### src/rtl/minimig_sram_arbiter.sv
// Shares the SRAM bridge between the chipset (absolute priority, zero added latency) and a host
// req/ack port; one arbitration per bus cycle at Q0, the host only gets slots the chipset leaves idle.
module minimig_sram_arbiter #(
  parameter int MAX_WAIT = 255,
  parameter int WAIT_W   = 8
) (
  input  logic        clk,
  input  logic        _reset,
  input  logic        c1,
  input  logic        c3,
  input  logic [7:0]  chip_bank,
  input  logic [22:0] chip_address,
  input  logic [15:0] chip_data_in,
  input  logic        chip_rd,
  input  logic        chip_hwr,
  input  logic        chip_lwr,
  output logic [15:0] chip_data_out,
  input  logic        host_req,
  input  logic [7:0]  host_bank,
  input  logic [22:0] host_address,
  input  logic [15:0] host_wdata,
  input  logic        host_we,
  input  logic [1:0]  host_be,
  output logic        host_ack,
  output logic [15:0] host_rdata,
  output logic        host_starved,
  output logic [7:0]  br_bank,
  output logic [22:0] br_address,
  output logic [15:0] br_data_in,
  output logic        br_rd,
  output logic        br_hwr,
  output logic        br_lwr,
  input  logic [15:0] br_data_out
);

  typedef enum logic [1:0] {OWN_NONE, OWN_CHIP, OWN_HOST} owner_t;
  typedef enum logic [1:0] {H_IDLE, H_PEND, H_ACTIVE, H_DONE} hstate_t;

  localparam logic [WAIT_W-1:0] MAX_CNT = WAIT_W'(MAX_WAIT);

  owner_t            owner;
  hstate_t           state_q, state_d;
  logic              ack_set, ack_clr;
  logic [WAIT_W-1:0] wait_cnt;
  logic [7:0]        sh_bank;
  logic [22:0]       sh_address;
  logic [15:0]       sh_wdata;
  logic              sh_we;
  logic [1:0]        sh_be;

  logic q0, q1, q2, q3, chip_req, grant;
  assign q0 = !c1 && !c3;
  assign q1 =  c1 && !c3;
  assign q2 =  c1 &&  c3;
  assign q3 = !c1 &&  c3;

  assign chip_req = |chip_bank;
  // A request withdrawn while pending is treated as void, so it can never be granted.
  assign grant    = q0 && !chip_req && (state_q == H_PEND) && host_req;

  assign host_starved = (wait_cnt == MAX_CNT);

  always_ff @(posedge clk or negedge _reset) begin
    if (!_reset) begin
      owner      <= OWN_NONE;
      state_q    <= H_IDLE;
      host_ack   <= 1'b0;
      host_rdata <= '0;
      wait_cnt   <= '0;
      sh_bank    <= '0;
      sh_address <= '0;
      sh_wdata   <= '0;
      sh_we      <= 1'b0;
      sh_be      <= '0;
    end else begin
      state_q <= state_d;
      if (q0) owner <= chip_req ? OWN_CHIP : (grant ? OWN_HOST : OWN_NONE);
      if (grant) begin
        sh_bank    <= host_bank;
        sh_address <= host_address;
        sh_wdata   <= host_wdata;
        sh_we      <= host_we;
        sh_be      <= host_be;
      end
      if (ack_set) begin
        host_ack <= 1'b1;
        if (!sh_we) host_rdata <= br_data_out;
      end else if (ack_clr) begin
        host_ack <= 1'b0;
      end
      if (state_q == H_IDLE || grant)
        wait_cnt <= '0;
      else if (q0 && state_q == H_PEND && host_req && chip_req && wait_cnt != MAX_CNT)
        wait_cnt <= wait_cnt + 1'b1;
    end
  end

  always_comb begin
    state_d = state_q;
    ack_set = 1'b0;
    ack_clr = 1'b0;
    case (state_q)
      H_IDLE:   if (host_req) state_d = H_PEND;
      H_PEND:   if (!host_req) state_d = H_IDLE;
                else if (grant) state_d = H_ACTIVE;
      H_ACTIVE: if (q3) begin
                  state_d = H_DONE;
                  ack_set = 1'b1;
                end
      H_DONE:   if (!host_req) begin
                  state_d = H_IDLE;
                  ack_clr = 1'b1;
                end
      default:  state_d = H_IDLE;
    endcase
  end

  // Host strobes drop in Q3 so address/data hold past the write edge; bank is released in the trailing Q0.
  always_comb begin
    br_bank       = '0;
    br_address    = '0;
    br_data_in    = '0;
    br_rd         = 1'b0;
    br_hwr        = 1'b0;
    br_lwr        = 1'b0;
    chip_data_out = '0;
    case (owner)
      OWN_CHIP: begin
        br_bank       = chip_bank;
        br_address    = chip_address;
        br_data_in    = chip_data_in;
        br_rd         = chip_rd;
        br_hwr        = chip_hwr;
        br_lwr        = chip_lwr;
        chip_data_out = br_data_out;
      end
      OWN_HOST: begin
        br_bank    = q0 ? 8'h00 : sh_bank;
        br_address = sh_address;
        br_data_in = sh_wdata;
        br_rd      = !sh_we && !q0;
        br_hwr     = sh_we && sh_be[1] && (q1 || q2);
        br_lwr     = sh_we && sh_be[0] && (q1 || q2);
      end
      default: ;
    endcase
  end

endmodule

### config.mk
export PLATFORM = sky130hd
export DESIGN_NAME = minimig_sram_arbiter
export DESIGN_NICKNAME = d
export VERILOG_FILES = /design/src/rtl/minimig_sram_arbiter.sv
export SDC_FILE = /design/constraint.sdc
export NUM_CORES = 1
export LEC_CHECK = 0
export ABC_CLOCK_PERIOD_IN_PS = 3100
export BUFFER_PORTS_ARGS = -buffer_cell sky130_fd_sc_hd__buf_4
export CAP_MARGIN = 30
export CORE_UTILIZATION = 49
export CTS_CLUSTER_SIZE = 30
export DETAILED_ROUTE_END_ITERATION = 8
export PLACE_DENSITY = 0.95
export SYNTH_ARGS = -nofsm -noshare
export SYNTH_HDL_FRONTEND = slang
export SYNTH_SLANG_ARGS = --single-unit
### constraint.sdc
create_clock -name clk -period 3.1 [get_ports clk]
set_clock_uncertainty 0.05 [all_clocks]
set_input_delay 0.93 -clock clk [delete_from_list [all_inputs] [get_ports clk]]
set_output_delay 0.93 -clock clk [all_outputs]
set_load 0.02 [all_outputs]
==> run summary, run 1 <==
Vias: 3712
Cell Rows: 32
fin crit period: 2.91 ns
peak supply drop: 0.235 mV
#FFs+latches synth: 79
WL final: 11100 um
syn nets: 480
Worst Path Buf+Inv: 2
synthesis-to-finish area growth: 47.9%
Worst-Margin Slew: 0.543 ns
Tcrit/Tclk final: 93.8%
postcts setup bufs: 0
GP Congestion: 0.863
GR Overflow Total: 0
PD cells: 377 nW/um^2
slowest stage delay, CP: 0.41 ns
gr usage total: 27.2%
number of global-route vias before repair: 3758
total CTS buffers: 9
Final Worst Setup Slack: 0.193 ns
cts hold-fix bufs: 0
TNS Setup: 0 ns
Clock transition at path regs: 0.08 ns
Setup WS pre-CTS: -0.0891 ns
Iter 0 DRT Violations: 180
Initial Util: 50.8%
fin nets: 680
Final ANT Viol Nets: 0
Critical Path RT: 2.12 ns
antenna violations before repair: 0
IO Count: 205
unrepaired setup endpoints after global routing: false
drt via density: 5.60
DRT Pass-1 Iters: 4
YS warnings: 0
post-route core utilization: 75.2%
Main synth FF type: dfrtp_1
# diodes: 0
Max transition margin: 63.7%
first-pass GRT wire length: 17700 um
EDFF count, synth: 0
clock latency on the worst-skew pair: 0.33 ns
cell taking the most area after synthesis: dfrtp_1
Final Cell Area: 5810 um^2
delay-heaviest family, CP: simple AND/OR/NAND/NOR gates
sequential share of the synthesized area: 50.3%
Final Max Slew Viols: 0
Critical-path top delay cell: nor2b_2
Die Ht: 91.5 um
Final Setup Violations: 0
Residual DRC: 0
H-tree levels: 3
Synth Instances: 356
WL/cell: 16.8 um
CP max FO: 9
final count of hold timing violations: 0
worst hold path type: primary input to asynchronous set/reset pin
hpwl dp: 8170 um
Distinct cells, synth: 36
share of layout cells above drive strength 1: 53.7%
port buffer count: 204
top cells by count, synth: 79 x dfrtp_1, 66 x mux2_2, 51 x nor2_1, 48 x a22oi_1
f_max: 344 MHz
Syn Area/Cell: 11.0 um^2
Power Total: 2190 uW
critical path arrival: 1.93 ns
top cell type's share of synthesized area: 50.3%
Startpoint Class: primary input
Die Wd: 91.5 um
crit end category: output port
Clock Sinks: 79
Placed Area: 5590 um^2
post-CTS sizing: 1
pin count of the biggest net entering global routing: 80
Max clock buf depth: 2
synth top area cells: dfrtp_1 50%, mux2_2 19%, a22oi_1 9.2%, nor2_1 4.9%, and2_1 2.7%
Leak: 0.00312 uW
max cap viols: 0
Mapped Area: 3930 um^2
top-count cell post-synth: dfrtp_1
Die ar.: 8380 um^2
Root Buffer: clkbuf_8
core area: 7730 um^2
post-synthesis async set-or-reset flop share: 100%
CTS tree: done
outcome: finished clean
CP Class: primary input to output port
CP Cell Sequence: buf_4 -> nor2_1 -> nor2b_2 -> a22oi_1 -> nor2_1 -> buf_4
worst paths after layout:
kind	from	endpoint	slack, ns	cells after the start
hold / removal	_reset	sh_wdata[7]$_DFFE_PN0P_	0.34	1
hold reg to reg	host_rdata[9]$_DFFE_PN0P_	host_rdata[9]$_DFFE_PN0P_	0.46	1
min in group clk	host_rdata[9]$_DFFE_PN0P_	host_rdata[9]$_DFFE_PN0P_	0.46	1
max in group asynchronous	_reset	sh_wdata[5]$_DFFE_PN0P_	2.10	2
setup reg to reg	flip-flop	wait_cnt[5]$_DFFE_PN0P_	0.91	4
setup / recovery	c3	br_bank[0]	0.19	6
state kept, by name (all words and copies together) (netlist names), 2 cells and up, named ones only:
signal,flops
host_rdata,16
owner,2
sh_wdata,16
sh_address,23
wait_cnt,8
sh_be,2
sh_bank,8
layer usage:
layer,share of wire [%],wire (um),up-vias,GRT usage (%)
met2,54,5990,166,47.6
met4,2.6,290,0,13.9
met5,0,0,-,0
met3,6.6,734,29,6.70
li1,-,-,1690,-
met1,37,4110,1827,30.5
kinds of logic after synthesis:
kind of cell / count (synthesis) / share of synthesized area [%]
compound gates: 71 / 12.7
simple gates: 99 / 12.8
mux: 69 / 19.7
fa+ha+maj: 3 / 0.956
flops: 79 / 50.3
buf+inv: 35 / 3.57
layout by cell type (no fill, tap or decap), types with 3 or more instances in the layout:
| master | instances |
|---|---|
| inv_1 | 8 |
| nor4_1 | 3 |
| a21oi_1 | 7 |
| and2_1 | 17 |
| nand2_1 | 4 |
| o21ai_0 | 8 |
| mux2i_1 | 3 |
| dfrtp_1 | 79 |
| a22oi_1 | 48 |
| clkbuf_8 | 10 |
| nor2_1 | 51 |
| clkinv_2 | 3 |
| mux2_2 | 66 |
| nand3_1 | 5 |
| nand4_1 | 4 |
| buf_4 | 214 |
power breakdown:
part           internal (uW)  switching, uW
Combinational            215            189
Sequential              1040           9.72
Clock                    391            343
Total                   1650            542
final cells by class:
cell class	count	area (um^2)
Clock buffer	12	145
Timing Repair Buffer	216	1650
Inverter	8	30.0
Tap cell	102	128
Sequential cell	79	1980
Fill cell	525	1920
Clock inverter	4	45.0
Multi-Input combinational cell	242	1830
stage by stage:
step                cells  hold slack, ns
floorplan             356           0.421
global placement      646           0.437
detailed placement    646           0.445
CTS                   662           0.464
global route          663           0.316
finish                663           0.340
worst register-to-register path, stage by stage, from the launching register on:
cell and delay [ns]:
dfrtp_1 0.44, or4b_1 0.54, a211o_1 0.41, or4_1 0.51
a21oi_1 0.16
No activity file was read; power rests on OpenSTA's default activity.
==> inputs of run 2 (changes only) <==
Settings changed: CELL_PAD_IN_SITES_DETAIL_PLACEMENT set to 1, CELL_PAD_IN_SITES_GLOBAL_PLACEMENT set to 1, CORE_UTILIZATION 49 to 36.
==> run 2 against run 1 <==
Effect of this change: worst hold slack better by 0.12 ns; global-route usage decreased by 3.3 points; worst setup slack got worse by 0.066 ns.
==> run summary, run 2 (synthesis gave the netlist of run 1 again) <==
outcome: finished clean
synthesis-to-finish area growth: 50.8%
R2R depth: 4 (unchanged)
delay-heaviest family, CP: simple AND/OR/NAND/NOR gates
CP max FO: 9 (unchanged)
total CTS buffers: 9 (unchanged)
CP Class: primary input to output port
DRT Pass-1 Iters: 4 (unchanged)
Initial Util: 37.6% (-13 points)
Root Buffer: clkbuf_8
GP Congestion: 0.797 (-7.7%)
most frequent cells in the layout: 214 x buf_4, 79 x dfrtp_1, 66 x mux2_2
Max clock buf depth: 2 (unchanged)
crit end category: output port
pin count of the biggest net entering global routing: 46 (-43%)
WL final: 13300 um (+19%)
first-pass GRT wire length: 20900 um (+18%)
fin crit period: 2.97 ns (+0.0662 ns)
Layout Cells excl Fill: 698 (+5.3%)
final count of hold timing violations: 0 (unchanged)
Die Wd: 106 um (+16%)
hpwl dp: 10100 um (+23%)
FF/Latch Area: 1980 um^2 (unchanged)
hold worst-path end: host_rdata[5]$_DFFE_PN0P_
Setup WS pre-CTS: -0.132 ns (-0.0433 ns)
WL/cell: 19.0 um (+13%)
peak supply drop: 0.215 mV (-8.7%)
Worst-Margin Slew: 0.576 ns (+0.0327 ns)
slowest stage delay, CP: 0.44 ns (+0.03 ns)
share of layout cells above drive strength 1: 54.3% (+0.62 points)
Cell Rows: 37 (+16%)
Final Max Slew Viols: 0 (unchanged)
r2r setup slk: 0.87 ns (-0.04 ns)
GR Overflow Total: 0 (unchanged)
commonest non-fill, non-tap cell in the layout: buf_4
Critical Path RT: 2.12 ns (about the same)
gr usage total: 23.8% (-3.3 points)
PD cells: 406 nW/um^2 (+7.7%)
Power Total: 2410 uW (+9.8%)
Critical-path top delay cell: nor2b_2
worst hold path type: flip-flop to flip-flop
Iter 0 DRT Violations: 172 (-4.4%)
IO Count: 205 (unchanged)
Cells after DPL: 682 (+5.6%)
drt via density: 5.27 (-5.9%)
Die Ht: 106 um (+16%)
CTS tree: done
Placed Area: 5670 um^2 (+1.5%)
Vias: 3676 (-0.97%)
Reg2Reg Capture Point: wait_cnt[5]$_DFFE_PN0P_
fin nets: 681 (+0.15%)
biggest regs: sh_address (23), host_rdata (16), sh_wdata (16)
Layout fillers: 1168 (+120%)
critical path arrival: 1.99 ns (+0.06 ns)
worst hold path depth: 1
Final ANT Viol Nets: 0 (unchanged)
number of global-route vias before repair: 4134 (+10%)
Clock transition at path regs: 0.08 ns (about the same)
Clock Sinks: 79 (unchanged)
Most flops, register: sh_address
max cap viols: 0 (unchanged)
f_max: 336 MHz (-2.2%)
Final Worst Setup Slack: 0.127 ns (-0.0662 ns)
Max transition margin: 61.3% (-2.4 points)
max reg flops: 23 (unchanged)
core area: 10500 um^2 (+35%)
Residual DRC: 0 (unchanged)
port buffer count: 204 (unchanged)
H-tree levels: 3 (unchanged)
Worst Path Buf+Inv: 2 (unchanged)
Multi-input gate area: 1840 um^2 (+0.61%)
# diodes: 0 (unchanged)
Die ar.: 11300 um^2 (+35%)
HP Start: host_rdata[5]$_DFFE_PN0P_
postcts setup bufs: 0 (unchanged)
unrepaired setup endpoints after global routing: false
hold slack: 0.463 ns (+0.123 ns)
Final Setup Violations: 0 (unchanged)
Final Cell Area: 5920 um^2 (+1.9%)
Tcrit/Tclk final: 95.9% (+2.1 points)
Leak: 0.00313 uW (+0.32%)
antenna violations before repair: 0 (unchanged)
CP Cell Sequence: buf_4 -> nor2_1 -> nor2b_2 -> a22oi_1 -> nor2_1 -> buf_4
Startpoint Class: primary input
clock latency on the worst-skew pair: 0.36 ns (+0.03 ns)
[run 2: cell count changes in the layout (fill, tap and decap cells not counted), sizes merged]
cell and change:
clkbuf -3, clkinvlp +3, bufinv +2, clkinv -2, buf +1
[run 2: worst max-delay path by stage]
| stage | depth (start not counted) | to | start |
|---|---|---|---|
| after global routing | 6 | br_bank[7] | c3 |
| final | 6 | br_bank[2] | c3 |
| after floorplan | 5 | br_bank[2] | c3 |
| after detailed placement | 6 | br_bank[2] | c3 |
| after CTS | 6 | br_hwr | owner[0]$_DFFE_PN0P_ |
| after global placement | 6 | br_bank[5] | c3 |
[run 2: power by group]
part	switching, uW	total [uW]	leakage, uW	internal, uW
clock network	408	944	0.000112	536
logic	196	410	0.00193	215
registers	9.70	1050	0.00108	1040
[run 2: repair_timing]
| action | CTS | global route |
|---|---|---|
| gates resized for setup | 1 | 1 |
| hold buffers | 0 | 0 |
| endpoints found under the setup margin | 9 | 1 |
[run 2: layout make-up]
class	count	area share (%)
clock inverters	7	2.05
flip-flops and latches	79	33.4
well taps	136	2.87
inverters	8	0.507
repair buffers	217	28.0
clock buffers	9	2.09
multi-input cells	242	31.1
[run 2: per-stage QoR]
stage	utilization, %	TNS, ns
after floorplan	-	0
final	56.6	0
after CTS	56.6	0
after detailed placement	54.2	-0.895
after global placement	54.2	-0.260
after global routing	56.6	0
[run 2: per-layer routing]
metal,vias up,routed length [um],track usage [%]
li1,1689,-,-
met1,1817,4810,24.5
met2,147,7280,45.7
met3,23,851,6.19
met4,0,342,9.20
met5,-,0,0
==> inputs of run 3 (changes only) <==
Settings changed: GPL_TIMING_DRIVEN set to 0.
==> run 3 against run 2 <==
Effect of this change: clock power down 19%; first-iteration DRC count rose by 5.2%; global-route usage up 0.39 points; routed wire length up 0.75%; combinational power about the same; clock-buffer cell count increased by 1; fmax increased by 0.31%; core utilization fell by 0.57 points; final cell count is 1.7% higher; die area unchanged; via count rose by 1.4%; cell area decreased by 1.0%; critical path type is now flip-flop to output port; critical endpoint is now br_data_in[9]; largest cell class unchanged.
==> run summary, run 3 (synthesis gave the netlist of run 1 again) <==
peak supply drop: 0.190 mV (-12%)
CP max FO: 10 (+1)
Cells after DPL: 697 (+2.2%)
max cap viols: 0 (unchanged)
reg2reg start: state_q[0]$_DFFE_PN0P_
H-tree levels: 3 (unchanged)
number of global-route vias before repair: 4193 (+1.4%)
Residual DRC: 0 (unchanged)
Root Buffer: clkbuf_8
Die Ht: 106 um (unchanged)
Final Worst Setup Slack: 0.136 ns (+0.00910 ns)
Clock transition at path regs: 0.08 ns (about the same)
postcts setup bufs: 0 (unchanged)
total CTS buffers: 9 (unchanged)
worst hold path depth: 1 (unchanged)
WL final: 13400 um (+0.75%)
R2R depth: 4 (unchanged)
hold worst-path end: host_rdata[0]$_DFFE_PN0P_
port buffer count: 204 (unchanged)
most frequent CP cell: buf_2
Initial Util: 37.6% (unchanged)
final count of hold timing violations: 0 (unchanged)
HP Start: host_rdata[0]$_DFFE_PN0P_
fin nets: 695 (+2.1%)
unrepaired setup endpoints after global routing: true
share of layout cells above drive strength 1: 54.2% (-0.089 points)
Die Wd: 106 um (unchanged)
fin crit period: 2.96 ns (-0.00910 ns)
worst hold path type: flip-flop to flip-flop
Vias: 3728 (+1.4%)
Max transition margin: 43.7% (-18 points)
crit end category: output port
Critical-path top delay cell: dfrtp_1
max reg flops: 23 (unchanged)
Power Total: 2230 uW (-7.6%)
f_max: 337 MHz (+0.31%)
Die ar.: 11300 um^2 (unchanged)
Max clock buf depth: 2 (unchanged)
Layout Cells excl Fill: 710 (+1.7%)
Reg2Reg Capture Point: host_rdata[9]$_DFFE_PN0P_
r2r setup slk: 0.78 ns (-0.09 ns)
GP Congestion: 0.803 (+0.79%)
gr usage total: 24.2% (+0.39 points)
antenna violations before repair: 0 (unchanged)
Tcrit/Tclk final: 95.6% (-0.29 points)
Worst-Margin Slew: 0.843 ns (+0.267 ns)
CTS tree: done
GR Overflow Total: 0 (unchanged)
Iter 0 DRT Violations: 181 (+5.2%)
synthesis-to-finish area growth: 49.3%
WL/cell: 18.9 um (-0.95%)
Startpoint Class: flip-flop
Final ANT Viol Nets: 0 (unchanged)
Critical Path RT: 2.12 ns (about the same)
most frequent cells in the layout: 204 x buf_4, 79 x dfrtp_1, 66 x mux2_2
Placed Area: 5650 um^2 (-0.40%)
Final Max Slew Viols: 0 (unchanged)
Final Cell Area: 5860 um^2 (-1.0%)
critical path arrival: 1.98 ns (about the same)
# diodes: 0 (unchanged)
CP Cell Sequence: inv_1 -> ha_1 -> buf_2 -> buf_2 -> a22oi_1 -> nor2_1 -> buf_4
slowest stage delay, CP: 0.40 ns (-0.04 ns)
outcome: finished clean
clock latency on the worst-skew pair: 0.34 ns (-0.02 ns)
cts hold-fix bufs: 0 (unchanged)
PD cells: 379 nW/um^2 (-6.6%)
IO Count: 205 (unchanged)
commonest non-fill, non-tap cell in the layout: buf_4
hpwl dp: 10700 um (+5.9%)
Final Setup Violations: 0 (unchanged)
first-pass GRT wire length: 21300 um (+1.9%)
biggest regs: sh_address (23), host_rdata (16), sh_wdata (16)
pin count of the biggest net entering global routing: 42 (-8.7%)
Cell Rows: 37 (unchanged)
core area: 10500 um^2 (unchanged)
drt via density: 5.25 (-0.30%)
Setup WS pre-CTS: -0.130 ns (+0.00190 ns)
Leak: 0.00311 uW (-0.39%)
post-route core utilization: 56.1% (-0.57 points)
DRT Pass-1 Iters: 4 (unchanged)
CP Class: flip-flop to output port
Most flops, register: sh_address
Clock Sinks: 79 (unchanged)
-- run 3: cell types whose count changed in the layout (fill, tap and decap cells not counted), moves of 2 or more --
cell / change
buf_2: +11
buf_4: -10
clkbuf_2: +10
clkbuf_1: +5
bufinv_16: -2
clkinv_2: +2
clkinvlp_4: -2
-- run 3: cell type report --
class,count,area (um^2)
buffer,26,124
multi-input combinational,242,1830
tap,136,170
sequential,79,1980
clock inverter,4,47.5
fill,1191,4600
clock buffer,10,138
inverter,8,30.0
timing repair buffer,205,1550
-- run 3: through the flow --
step	setup TNS, ns	hold WS (ns)
finish	0	0.462
global placement	-0.138	0.438
CTS	0	0.464
floorplan	0	0.421
global route	-0.00446	0.478
detailed placement	-0.531	0.444
-- run 3: repair_timing --
action / 4_1_cts / 5_1_grt
resized for setup: 11 / 12
setup endpoints to repair: 58 / 41
cloned: 0 / 0
hold endpoints to repair: 0 / 0
-- run 3: worst max path at each step --
stage                    endpoint  cells after the start                 start
floorplan              br_bank[2]                      5                    c3
detailed placement     br_bank[0]                      7                    c1
finish              br_data_in[9]                      7  owner[1]$_DFFE_PN0P_
global route           br_bank[5]                      6  owner[1]$_DFFE_PN0P_
CTS                 br_data_in[9]                      6  owner[0]$_DFFE_PN0P_
global placement       br_bank[7]                      7                    c1
-- run 3: power by group --
part	switching [uW]	leakage (uW)	internal, uW	total (uW)
sequential	9.16	0.00108	1040	1050
clock	381	0.0000940	383	764
combinational	196	0.00194	212	408
-- run 3: critical path, delay by kind of cell (launching register included) --
kind / cells / cell delay [ns]
buffers and inverters: 4 / 0.80
AOI/OAI and AO/OA: 1 / 0.09
adders and majority gates: 1 / 0.19
and+or+nand+nor: 1 / 0.16
DFF: 1 / 0.40
-- run 3: per-layer routing --
layer	GRT usage, %	wire length (um)
met4	9.88	408
met3	5.40	806
met2	44.1	7080
met5	0	0
met1	27.2	5090
